`config.mk`:
```
export PLATFORM = sky130hd
export DESIGN_NAME = led_stream_rx
export DESIGN_NICKNAME = d
export VERILOG_FILES = /design/src/rtl/led_stream_rx.sv
export SDC_FILE = /design/constraint.sdc
export NUM_CORES = 1
export LEC_CHECK = 0
export CAP_MARGIN = 40
export CORE_AREA = 2 2 79 81
export CTS_BUF_LIST = sky130_fd_sc_hd__clkbuf_2
export DETAILED_ROUTE_END_ITERATION = 16
export DIE_AREA = 0 0 81 83
export PLACE_DENSITY = 0.72
export SETUP_SLACK_MARGIN = 0.5
export SLEW_MARGIN = 30
export SYNTH_ARGS = -nofsm -noshare
export SYNTH_HDL_FRONTEND = slang
export SYNTH_SLANG_ARGS = --single-unit
```
`constraint.sdc`:
```
create_clock -name clk -period 2 [get_ports clk]
set_input_delay 0.3 -clock clk [delete_from_list [all_inputs] [get_ports clk]]
set_output_delay 0.3 -clock clk [all_outputs]
set_load 0.01 [all_outputs]
```
`src/rtl/led_stream_rx.sv`:
```
// LED serial-link receiver: oversamples the cko/sdo pair on clk, rebuilds
// 24-bit LED words, strips the pad nibbles and reports per-word data plus
// frame completion with length and padding error flags.
module led_stream_rx #(
  parameter int LED_NUM  = 35,
  parameter int IDLE_CNT = 16,
  parameter int IDX_W    = 6
) (
  input  logic             clk,
  input  logic             rst,
  input  logic             cko_i,
  input  logic             sdo_i,
  output logic [11:0]      data_o,
  output logic             valid_o,
  output logic [IDX_W-1:0] led_idx_o,
  output logic             frame_done_o,
  output logic             len_err_o,
  output logic             pad_err_o,
  output logic             busy_o
);

  localparam int IC_W = (IDLE_CNT > 2) ? $clog2(IDLE_CNT) : 1;
  localparam logic [IC_W-1:0]  IDLE_MAX  = IC_W'(IDLE_CNT - 1);
  localparam logic [IDX_W-1:0] LED_NUM_W = IDX_W'(LED_NUM);
  localparam logic [IDX_W-1:0] WORD_MAX  = {IDX_W{1'b1}};

  typedef enum logic {
    ST_IDLE,
    ST_RECV
  } state_t;

  // synchroniser and arming state
  logic       cko_s1_q, cko_s2_q, cko_s3_q;
  logic       sdo_s1_q, sdo_s2_q;
  logic [1:0] sync_vld_q;
  logic       armed_q;

  // receive state
  state_t           state_q;
  logic [23:0]      shift_q;
  logic [4:0]       bit_cnt_q;
  logic [IDX_W-1:0] word_cnt_q;
  logic [IC_W-1:0]  idle_cnt_q;
  logic             overflow_q;
  logic             emit_q;
  logic [IDX_W-1:0] emit_idx_q;

  // registered outputs
  logic             valid_q;
  logic [11:0]      data_q;
  logic [IDX_W-1:0] idx_q;
  logic             frame_done_q;
  logic             len_err_q;
  logic             pad_err_q;
  logic             busy_q;

  logic             cko_rise;
  logic [23:0]      shift_d;
  logic [IDX_W-1:0] word_cnt_d;
  logic             pad_bad;

  assign cko_rise   = cko_s2_q & ~cko_s3_q & armed_q;
  assign shift_d    = {shift_q[22:0], sdo_s2_q};
  assign word_cnt_d = (word_cnt_q == WORD_MAX) ? word_cnt_q : word_cnt_q + IDX_W'(1);
  assign pad_bad    = (shift_q[19:16] != 4'hF) | (shift_q[11:8] != 4'hF) |
                      (shift_q[3:0] != 4'hF);

  // Double-register the async inputs; arm only once a real low level of cko
  // has reached s2 (sync_vld_q tracks that s2 no longer holds its reset value),
  // so a cko held high through reset cannot fake a rising edge.
  always_ff @(posedge clk) begin
    if (rst) begin
      cko_s1_q   <= 1'b0;
      cko_s2_q   <= 1'b0;
      cko_s3_q   <= 1'b0;
      sdo_s1_q   <= 1'b0;
      sdo_s2_q   <= 1'b0;
      sync_vld_q <= 2'b00;
      armed_q    <= 1'b0;
    end else begin
      cko_s1_q   <= cko_i;
      cko_s2_q   <= cko_s1_q;
      cko_s3_q   <= cko_s2_q;
      sdo_s1_q   <= sdo_i;
      sdo_s2_q   <= sdo_s1_q;
      sync_vld_q <= {sync_vld_q[0], 1'b1};
      if (sync_vld_q[1] && !cko_s2_q) begin
        armed_q <= 1'b1;
      end
    end
  end

  // Frame FSM: bit/word counting, idle timeout, and the output stage that
  // publishes a completed word one cycle after its last bit was shifted in.
  always_ff @(posedge clk) begin
    if (rst) begin
      state_q      <= ST_IDLE;
      shift_q      <= '0;
      bit_cnt_q    <= '0;
      word_cnt_q   <= '0;
      idle_cnt_q   <= '0;
      overflow_q   <= 1'b0;
      emit_q       <= 1'b0;
      emit_idx_q   <= '0;
      valid_q      <= 1'b0;
      data_q       <= '0;
      idx_q        <= '0;
      frame_done_q <= 1'b0;
      len_err_q    <= 1'b0;
      pad_err_q    <= 1'b0;
      busy_q       <= 1'b0;
    end else begin
      valid_q      <= 1'b0;
      frame_done_q <= 1'b0;
      emit_q       <= 1'b0;

      // shift_q still holds the finished word here: the next cko edge is
      // at least four clk cycles away.
      if (emit_q) begin
        valid_q <= 1'b1;
        data_q  <= {shift_q[23:20], shift_q[15:12], shift_q[7:4]};
        idx_q   <= emit_idx_q;
        if (pad_bad) begin
          pad_err_q <= 1'b1;
        end
      end

      case (state_q)
        ST_IDLE: begin
          if (cko_rise) begin
            state_q    <= ST_RECV;
            shift_q    <= shift_d;
            bit_cnt_q  <= 5'd1;
            word_cnt_q <= '0;
            idle_cnt_q <= '0;
            overflow_q <= 1'b0;
            pad_err_q  <= 1'b0;
            len_err_q  <= 1'b0;
            busy_q     <= 1'b1;
          end
        end
        ST_RECV: begin
          if (cko_rise) begin
            // an edge always wins over an expiring idle counter
            shift_q    <= shift_d;
            idle_cnt_q <= '0;
            if (bit_cnt_q == 5'd23) begin
              bit_cnt_q  <= '0;
              word_cnt_q <= word_cnt_d;
              if (word_cnt_q < LED_NUM_W) begin
                emit_q     <= 1'b1;
                emit_idx_q <= word_cnt_q;
              end else begin
                overflow_q <= 1'b1;
              end
            end else begin
              bit_cnt_q <= bit_cnt_q + 5'd1;
            end
          end else if (idle_cnt_q == IDLE_MAX) begin
            // frame over; any partial word is simply dropped
            state_q      <= ST_IDLE;
            busy_q       <= 1'b0;
            frame_done_q <= 1'b1;
            len_err_q    <= (word_cnt_q != LED_NUM_W) | (bit_cnt_q != 5'd0) | overflow_q;
            idle_cnt_q   <= '0;
            bit_cnt_q    <= '0;
          end else begin
            idle_cnt_q <= idle_cnt_q + IC_W'(1);
          end
        end
        default: state_q <= ST_IDLE;
      endcase
    end
  end

  assign data_o       = data_q;
  assign valid_o      = valid_q;
  assign led_idx_o    = idx_q;
  assign frame_done_o = frame_done_q;
  assign len_err_o    = len_err_q;
  assign pad_err_o    = pad_err_q;
  assign busy_o       = busy_q;

endmodule

```
[After elaboration in Yosys (flattened, before gate mapping)]
Cells that the tools add are included.
Storage, ports and cells
  output and inout bits: 23
  memory bits (writable): 0
  bits in latches: 0
  logic and storage cells: 101
  flip-flop bits (word level): 79
  memories kept: 0
  memory bits (read-only): 0
  input bits: 4
Cells by class
  divide/modulo/power cells: 0
  magnitude comparators: 1
  equality and inequality tests: 15
  muxes and demuxes: 39
  multiply operators: 0
  bitwise operators: 10
  shift-type cells: 0
  reductions and logical operators: 10
  add/subtract/negate cells: 3
Operator list (count)
  24-bit two-way mux: 1
  6-bit two-way mux: 4
  1-bit two-way mux: 20
  5-bit two-way mux: 4
  4-bit two-way mux: 3
  4-bit != test, second input constant: 3
  6-bit one-hot mux with 2 select lines: 1
  4-bit AND reduction: 3
  5-bit one-hot mux with 2 select lines: 1
  2-bit != test, second input constant: 4
  1-bit one-hot mux with 2 select lines: 4
  4-bit one-hot mux with 2 select lines: 1
  6-bit by 1-bit adder with 6-bit output, second input constant: 1
  6-bit == test, second input constant: 1
  6-bit less-than comparator, second input constant: 1
  2-bit by 1-bit != test with 1-bit output, second input constant: 3
  6-bit != test, second input constant: 1
  5-bit by 1-bit adder with 5-bit output, second input constant: 1
  5-bit == test, second input constant: 1
  5-bit nonzero test: 1
  4-bit by 1-bit adder with 4-bit output, second input constant: 1
  4-bit == test, second input constant: 1
  1-bit NOT: 4
  1-bit bitwise OR: 4
  other kinds (8): 9

[Longest topological paths before layout]
Gate-level depths: netlist (run 1).
  word-level depth: 7
  gate-level depth with buffers: 6
  depth with buffers taken out: 5

[Least setup slack after synthesis (run 1)]
OpenSTA, ideal clock, no wires.
  path kind: register to register
  start point: reg bit_cnt_q[0]
  end point: reg word_cnt_q[5]
  stages on the path, launching flop included: 7
  required time: 1929 ps
  buffers on the path: 1
  path slack: 423 ps
  setup time: 71 ps
  arrival time: 1506 ps
  period minus slack after synthesis: 1577 ps
  cell sequence: dfxtp_1 > ha_1 > and4b_1 > buf_6 > o221ai_4 > or3_1 > a21oi_1
Between the ends
  cells in the longest elaborated chain, start to end: 3
Ends and longest elaborated chain
  start, declared: line 41  | logic [4:0] bit_cnt_q;
  start signal, assigned: line 157  | bit_cnt_q <= bit_cnt_q + 5'd1;
  5-bit == test: line 147  | if (bit_cnt_q == 5'd23) begin
  2-bit by 1-bit != test with 1-bit output (no line)
  4-bit AND reduction (no line)
  end signal, assigned: line 149  | word_cnt_q <= word_cnt_d;
  end, declared: line 42  | logic [IDX_W-1:0] word_cnt_q;
No other way between the ends.
A chain may end at the register's enable or synchronous reset.

[Worst setup path after layout (run 1)]
  start point: reg bit_cnt_q[1]
  end point: reg word_cnt_q[2]
Same word-level chain as after synthesis.

==> out/results.txt, run 1 <==
Vias = 2381
WL/cell = 12.80 um
Worst reg2reg setup slack = 0.46 ns
Pwr Density = 640.2 mW/mm^2
Worst vdd ir = 0.4072 mV
Register area = 0.001630 mm^2
R2R Path Start = bit_cnt_q[1]
Share of layout cells above drive strength 1 = 0.2320
CTS sink cnt = 79
DPL Wire Length = 3.579 mm
Height of the die = 83 um
Hold endpoint = led_idx_o[4]
Nets = 378
CP Max Fanout = 6
R2R depth = 5
Port bufs = 26
Yosys top cell by area = dfxtp_1
RR Endpoint = word_cnt_q[2]
Worst EP required = 2.42 ns
Worst setup SP type = flip-flop
Achievable Freq = 0.6494 GHz
Final ANT Viol Nets = 0
Fin Clk Skew = 0.02092 ns
RePlAce Congestion = 0.8073
Crit path from = bit_cnt_q[1]
Post-Syn Area per Cell = 9.096 um^2
Top Metal Used = met4
Area share of the largest cell type after synthesis = 0.5269
Status = finished clean
Critical Path Sink Type = flip-flop
Starting Density = 0.5161
Number of global-route vias before repair = 2242
Synth warnings = 0
Mapped Cells = 330
Met1 Routed Length = 2.837 mm
Pre-CTS WS = 0.2954 ns
Drt total wl = 5.761 mm
1st-pass router iterations = 4
Die width = 81 um
Ys flop type = dfxtp_1
Worst min path class = in -> reg
Setup Crit Path Kind = reg -> reg
CTS HTree Levels = 3
Register clock-pin slew on the reported worst setup and hold paths = 0.20 ns
Initial DRC Count = 124
Max Slew Vio Count = 0
# fillers = 540
Unrepaired setup endpoints after global routing = yes
Setup_tns = 0 ns
Row cnt = 28
Num CTS Buffers = 9
GRT Util Overall = 0.1873
Largest net degree at the start of global routing = 34
Grt total ovfl = 0
Async SR Flop Fraction = 0
Setup Viol. Count Final = 0
Lkg Pwr = 1.363 nW
ANT cells = 0
CTS tree = done
Initial antenna violation count = 0
Clk_lat worst skew = 0.48 ns
Hold depth = 2
Min-Delay Startpoint = rst
Fin worst setup slack = 0.4602 ns
Tmin final = 1.540 ns
CORE AREA = 0.005816 mm^2
WL met3 = 171 um
# hold bufs at CTS = 0
Die Area = 0.006723 mm^2
CTS Buffer Depth = 2
Post-synthesis sequential area ratio = 0.5269
Rel. slew slack = 0.7107
Syn nets = 338
Drc violations = 0
Hold Fails Final Rpt = 0
Synth-to-Final Area Change = 20.97%
Metal2 WL = 2.653 mm
I/O pin count = 27
Tightest Pin Transition = 0.4339 ns
First-pass GRT wire length = 10.05 mm
Fin crit share = 0.7699
CTS root buf = clkbuf_2
Vias/cell = 5.291
Area contributors post-synth = dfxtp_1 (53%), mux2i_1 (8.3%), nand2_1 (7.0%)
Multi-input gate area = 0.001373 mm^2
Netlist cell types = 39
Mapped cell area = 0.003002 mm^2
Register bit total from synthesis = 79
Max-cap viol count = 0
CP arrival = 1.96 ns
EDFF count, synth = 0
[sequential cells by signal, summed over array words and instances, names as in the netlist]
| register | cells |
|---|---|
| state_q | 1 |
| armed_q | 1 |
| shift_q | 24 |
| bit_cnt_q | 5 |
| emit_q | 1 |
| cko_s2_q | 1 |
| busy_o | 1 |
| word_cnt_q | 6 |
| led_idx_o | 6 |
| cko_s3_q | 1 |
| valid_o | 1 |
| sdo_s1_q | 1 |
| cko_s1_q | 1 |
| emit_idx_q | 6 |
| len_err_o | 1 |
| data_o | 12 |
| sdo_s2_q | 1 |
| overflow_q | 1 |
| sync_vld_q | 2 |
| idle_cnt_q | 4 |
| frame_done_o | 1 |
| pad_err_o | 1 |
[synthesized netlist by cell type (2+ instances only)]
cell type	count
a21oi_1	38
a22oi_1	3
and3_1	2
buf_6	3
clkbuf_1	14
dfxtp_1	79
ha_1	4
inv_1	6
mux2i_1	25
nand2_1	56
nand3_1	6
nand3b_1	2
nand4_1	3
nor2_1	35
nor2b_1	7
nor3_1	6
nor4_1	2
o21ai_0	12
or3_1	7
[routing by layer]
metal	vias up	global-route usage
li1	1217	-
met5	-	0
met2	31	0.2893
met3	10	0.04239
met1	1123	0.2524
met4	0	0.07396
[worst max-delay path, stage by stage (launching register included)]
cell and delay, ns:
dfxtp_4 0.40, ha_4 0.13, and4b_2 0.32, o221ai_4 0.16, or3_1 0.33, a21oi_1 0.13
[stage by stage]
step	cells	instance area (um^2)	hold slack, ns	util	total power, mW
3_3_place_gp	418	3338	0.4200	0.5740	1.678
5_1_grt	450	3631	0.1857	0.6244	2.440
3_5_place_dp	418	3338	0.4287	0.5740	1.678
2_1_floorplan	330	3039	0.4138	-	1.662
4_1_cts	448	3567	0.1883	0.6134	2.348
6_report	450	3631	0.2145	0.6244	2.324
[what timing repair did]
item                                    CTS  global route
endpoints found under the setup margin   36            29
resized for setup                        56            28
pin swaps                                10             7
buffers inserted                         14             2
[cells in the final DEF (no fill, tap or decap), types with 3 or more instances in the layout]
cell type and n:
clkbuf_2 12, dlygate4sd2_1 12, nand4_1 3, nor3_1 6
nor2b_1 7, dfxtp_1 48, nand3_1 6, or3_1 6
dfxtp_4 4, buf_6 3, clkdlybuf4s15_1 11, inv_1 6
nor2_1 34, dfxtp_2 27, mux2i_1 25, o21ai_0 8
a22oi_1 3, a21oi_1 37, nand2_1 56, o21ai_2 3
buf_4 18
[where the power goes]
part	internal [mW]	switching [mW]
clock	0.175	0.505
sequential	1.58	0.00556
combinational	0.0192	0.0400
[layout make-up]
| cell class | instances | share of cell area |
|---|---|---|
| inverters | 6 | 0.006203 |
| clock buffers | 12 | 0.01654 |
| multi-input cells | 226 | 0.3780 |
| clock inverters | 4 | 0.006203 |
| flip-flops and latches | 79 | 0.4490 |
| well taps | 75 | 0.02584 |
| repair buffers | 48 | 0.1182 |
[cell families (layout without fill, tap and decap cells)]
logic type,Yosys count,after routing,share of synthesized area
flops,79,79,0.5269
xor+xnor,1,1,0.002918
mux,25,25,0.08337
simple gates,136,136,0.2122
buf+inv,25,70,0.03918
compound gates,60,60,0.1188
fa+ha+maj,4,4,0.01667
[how the worst max path moves through the flow]
stage,end,cells past startpoint
2_1_floorplan,word_cnt_q[5],6
3_3_place_gp,word_cnt_q[5],5
3_5_place_dp,word_cnt_q[4],5
4_1_cts,word_cnt_q[3],5
5_1_grt,emit_idx_q[4],6
6_report,word_cnt_q[2],5
Power figures use the tool's default switching activity.
==> run 2: changes to the inputs <==
--- a/config.mk
+++ b/config.mk
@@ -10,7 +10,7 @@
 export CTS_BUF_LIST = sky130_fd_sc_hd__clkbuf_2
 export DETAILED_ROUTE_END_ITERATION = 16
 export DIE_AREA = 0 0 81 83
-export PLACE_DENSITY = 0.72
+export PLACE_DENSITY = 0.75
 export SETUP_SLACK_MARGIN = 0.5
 export SLEW_MARGIN = 30
 export SYNTH_ARGS = -nofsm -noshare
==> constraint.sdc (replaced) <==
create_clock -name clk -period 1.3 [get_ports clk]
set_input_delay 0.195 -clock clk [delete_from_list [all_inputs] [get_ports clk]]
set_output_delay 0.195 -clock clk [all_outputs]
set_load 0.01 [all_outputs]
==> run 2 against run 1 <==
Net effect: the flow now finishes with violations (setup timing); global-route usage rose by 4.4 points; wire length grew 83%; via count increased by 27%; non-clock buffer count grew 63; first-iteration DRC count grew 130%.
==> out/results.txt, run 2 (synthesis gave the netlist of run 1 again) <==
Fin worst setup slack = -0.3836 ns (was 0.4602 ns)
Pint = 2.918 mW (was 1.774 mW)
Final ANT Viol Nets = 0 (unchanged)
Setup_tns = -5.022 ns (was 0 ns)
WHS = 0.02979 ns (was 0.2145 ns)
Critical Path, Cell by Cell = ha_4 > and4b_2 > o221ai_4 > buf_6 > o21ai_0 > a21oi_1 (was ha_4 > and4b_2 > o221ai_4 > or3_1 > a21oi_1)
First-pass GRT wire length = 12.01 mm (was 10.05 mm)
Grt total ovfl = 0 (unchanged)
Unrepaired setup endpoints after global routing = yes (unchanged)
Setup Crit Path Kind = reg -> reg (unchanged)
Drt total wl = 10.52 mm (was 5.761 mm)
Pwr Density = 817.3 mW/mm^2 (was 640.2 mW/mm^2)
CP arrival = 2.11 ns (was 1.96 ns)
Fin crit share = 1.295 (was 0.7699)
WL/cell = 20.55 um (was 12.80 um)
Die Area = 0.006723 mm^2 (unchanged)
Tmin final = 1.684 ns (was 1.540 ns)
Final core occ = 0.8266 (was 0.6244)
1st-pass router iterations = 5 (was 4)
CTS sink cnt = 79 (unchanged)
ANT cells = 0 (unchanged)
Drc violations = 0 (unchanged)
Slowest-stage cell, CP = dfxtp_2 (was dfxtp_4)
Largest register by flop count = shift_q (unchanged)
Height of the die = 83 um (unchanged)
Pre-CTS WS = -0.1895 ns (was 0.2954 ns)
Clk_lat worst skew = 0.57 ns (was 0.48 ns)
Worst EP required = 1.73 ns (was 2.42 ns)
CP Max Fanout = 7 (was 6)
Gate power share = 0.043 (was 0.025)
Most frequent cells in the layout = buf_6 (49), buf_4 (49), dfxtp_2 (42) (was nand2_1 (56), dfxtp_1 (48), a21oi_1 (37))
Largest stage delay on the critical path = 0.40 ns (about the same)
Status = finished with violations (was finished clean)
Hold Fails Final Rpt = 0 (unchanged)
Achievable Freq = 0.5940 GHz (was 0.6494 GHz)
Register area = 0.001672 mm^2 (was 0.001630 mm^2)
Synth-to-Final Area Change = 60.15% (was 20.97%)
GRT Util Overall = 0.2314 (was 0.1873)
Psw = 1.011 mW (was 0.5507 mW)
Largest net degree at the start of global routing = 38 (was 34)
Sw Ratio = 0.2574 (was 0.2369)
Num CTS Buffers = 9 (unchanged)
Rel. slew slack = 0.6596 (was 0.7107)
Worst vdd ir = 0.6132 mV (was 0.4072 mV)
Lkg Pwr = 2.063 nW (was 1.363 nW)
Max-cap viol count = 0 (unchanged)
Worst min path class = in -> reg (unchanged)
# fillers = 275 (was 540)
Max Slew Vio Count = 0 (unchanged)
CTS tree = done (unchanged)
Initial antenna violation count = 0 (unchanged)
Multi-input gate area = 0.001760 mm^2 (was 0.001373 mm^2)
Vias/cell = 5.906 (was 5.291)
Critical Path Sink Type = flip-flop (unchanged)
Number of global-route vias before repair = 2589 (was 2242)
Fin Clk Skew = 0.03836 ns (was 0.02092 ns)
Setup Viol. Count Final = 42 (was 0)
Port bufs = 26 (unchanged)
Register clock-pin slew on the reported worst setup and hold paths = 0.20 ns (about the same)
CTS Buffer Depth = 2 (unchanged)
Initial DRC Count = 286 (was 124)
CTS root buf = clkbuf_2 (unchanged)
Vias = 3024 (was 2381)
Tightest Pin Transition = 0.5107 ns (was 0.4339 ns)
DPL Wire Length = 4.113 mm (was 3.579 mm)
Worst setup SP type = flip-flop (unchanged)
I/O pin count = 27 (unchanged)
Row cnt = 28 (unchanged)
DP Area = 0.003656 mm^2 (was 0.003338 mm^2)
CORE AREA = 0.005816 mm^2 (unchanged)
Fin area = 0.004807 mm^2 (was 0.003631 mm^2)
Largest register FFs = 24 (unchanged)
CTS HTree Levels = 3 (unchanged)
Starting Density = 0.5161 (unchanged)
Die width = 81 um (unchanged)
Sequential power share = 0.619 (was 0.682)
RePlAce Congestion = 0.8756 (was 0.8073)
Clk pwr share = 0.338 (was 0.292)
Failing checks = setup timing
Share of layout cells above drive strength 1 = 0.6087 (was 0.2320)
Nets = 441 (was 378)
run 2: per-layer routing:
metal	wire [um]	GRT usage	vias up
li1	-	-	1344
met1	4188	0.2933	1443
met2	5041	0.3772	174
met3	761	0.03913	63
met4	532	0.1109	0
met5	0	0	-
run 2: worst max-delay path, delay by kind of cell (launching register included):
family / cells / cell delay (ns)
AOI/OAI and AO/OA: 3 / 0.58
DFF: 1 / 0.40
and+or+nand+nor: 1 / 0.29
buffers and inverters: 1 / 0.17
adders and majority gates: 1 / 0.13
run 2: power groups by stage:
stage / Sequential, mW / Clock, mW / Combinational [mW]
floorplan: 2.50 / 0 / 0.0776
detailed placement: 2.50 / 0 / 0.0995
finish: 2.43 / 1.33 / 0.170
global route: 2.43 / 1.43 / 0.177
CTS: 2.44 / 1.28 / 0.119
global placement: 2.50 / 0 / 0.0989
run 2: final timing paths:
check,startpoint,end,slack [ns],cells after the start
setup / recovery,bit_cnt_q[1],word_cnt_q[2],-0.38,6
hold / removal,rst,bit_cnt_q[3],0.03,2
setup reg to reg,bit_cnt_q[1],word_cnt_q[2],-0.38,6
hold reg to reg,sdo_s1_q,sdo_s2_q,0.46,1
run 2: repair_timing:
action | 4_1_cts | 5_1_grt
hold buffers | 1 | 0
pin swaps | 17 | 37
gates resized for setup | 194 | 100
setup endpoints to repair | 92 | 95
cloned | 2 | 3
buffers inserted | 23 | 20
endpoints found under the hold margin | 1 | 0
run 2: cell type report:
cell class	instances	area share
Tap cell	75	0.01952
Sequential cell	79	0.3477
Clock buffer	9	0.009370
Clock inverter	6	0.01275
Timing Repair Buffer	111	0.2392
Multi-Input combinational cell	226	0.3662
Inverter	6	0.005206
run 2: per-stage QoR:
stage	total power, mW	std cells
3_5_place_dp	2.598	448
2_1_floorplan	2.574	330
3_3_place_gp	2.597	448
6_report	3.929	512
5_1_grt	4.043	512
4_1_cts	3.837	489
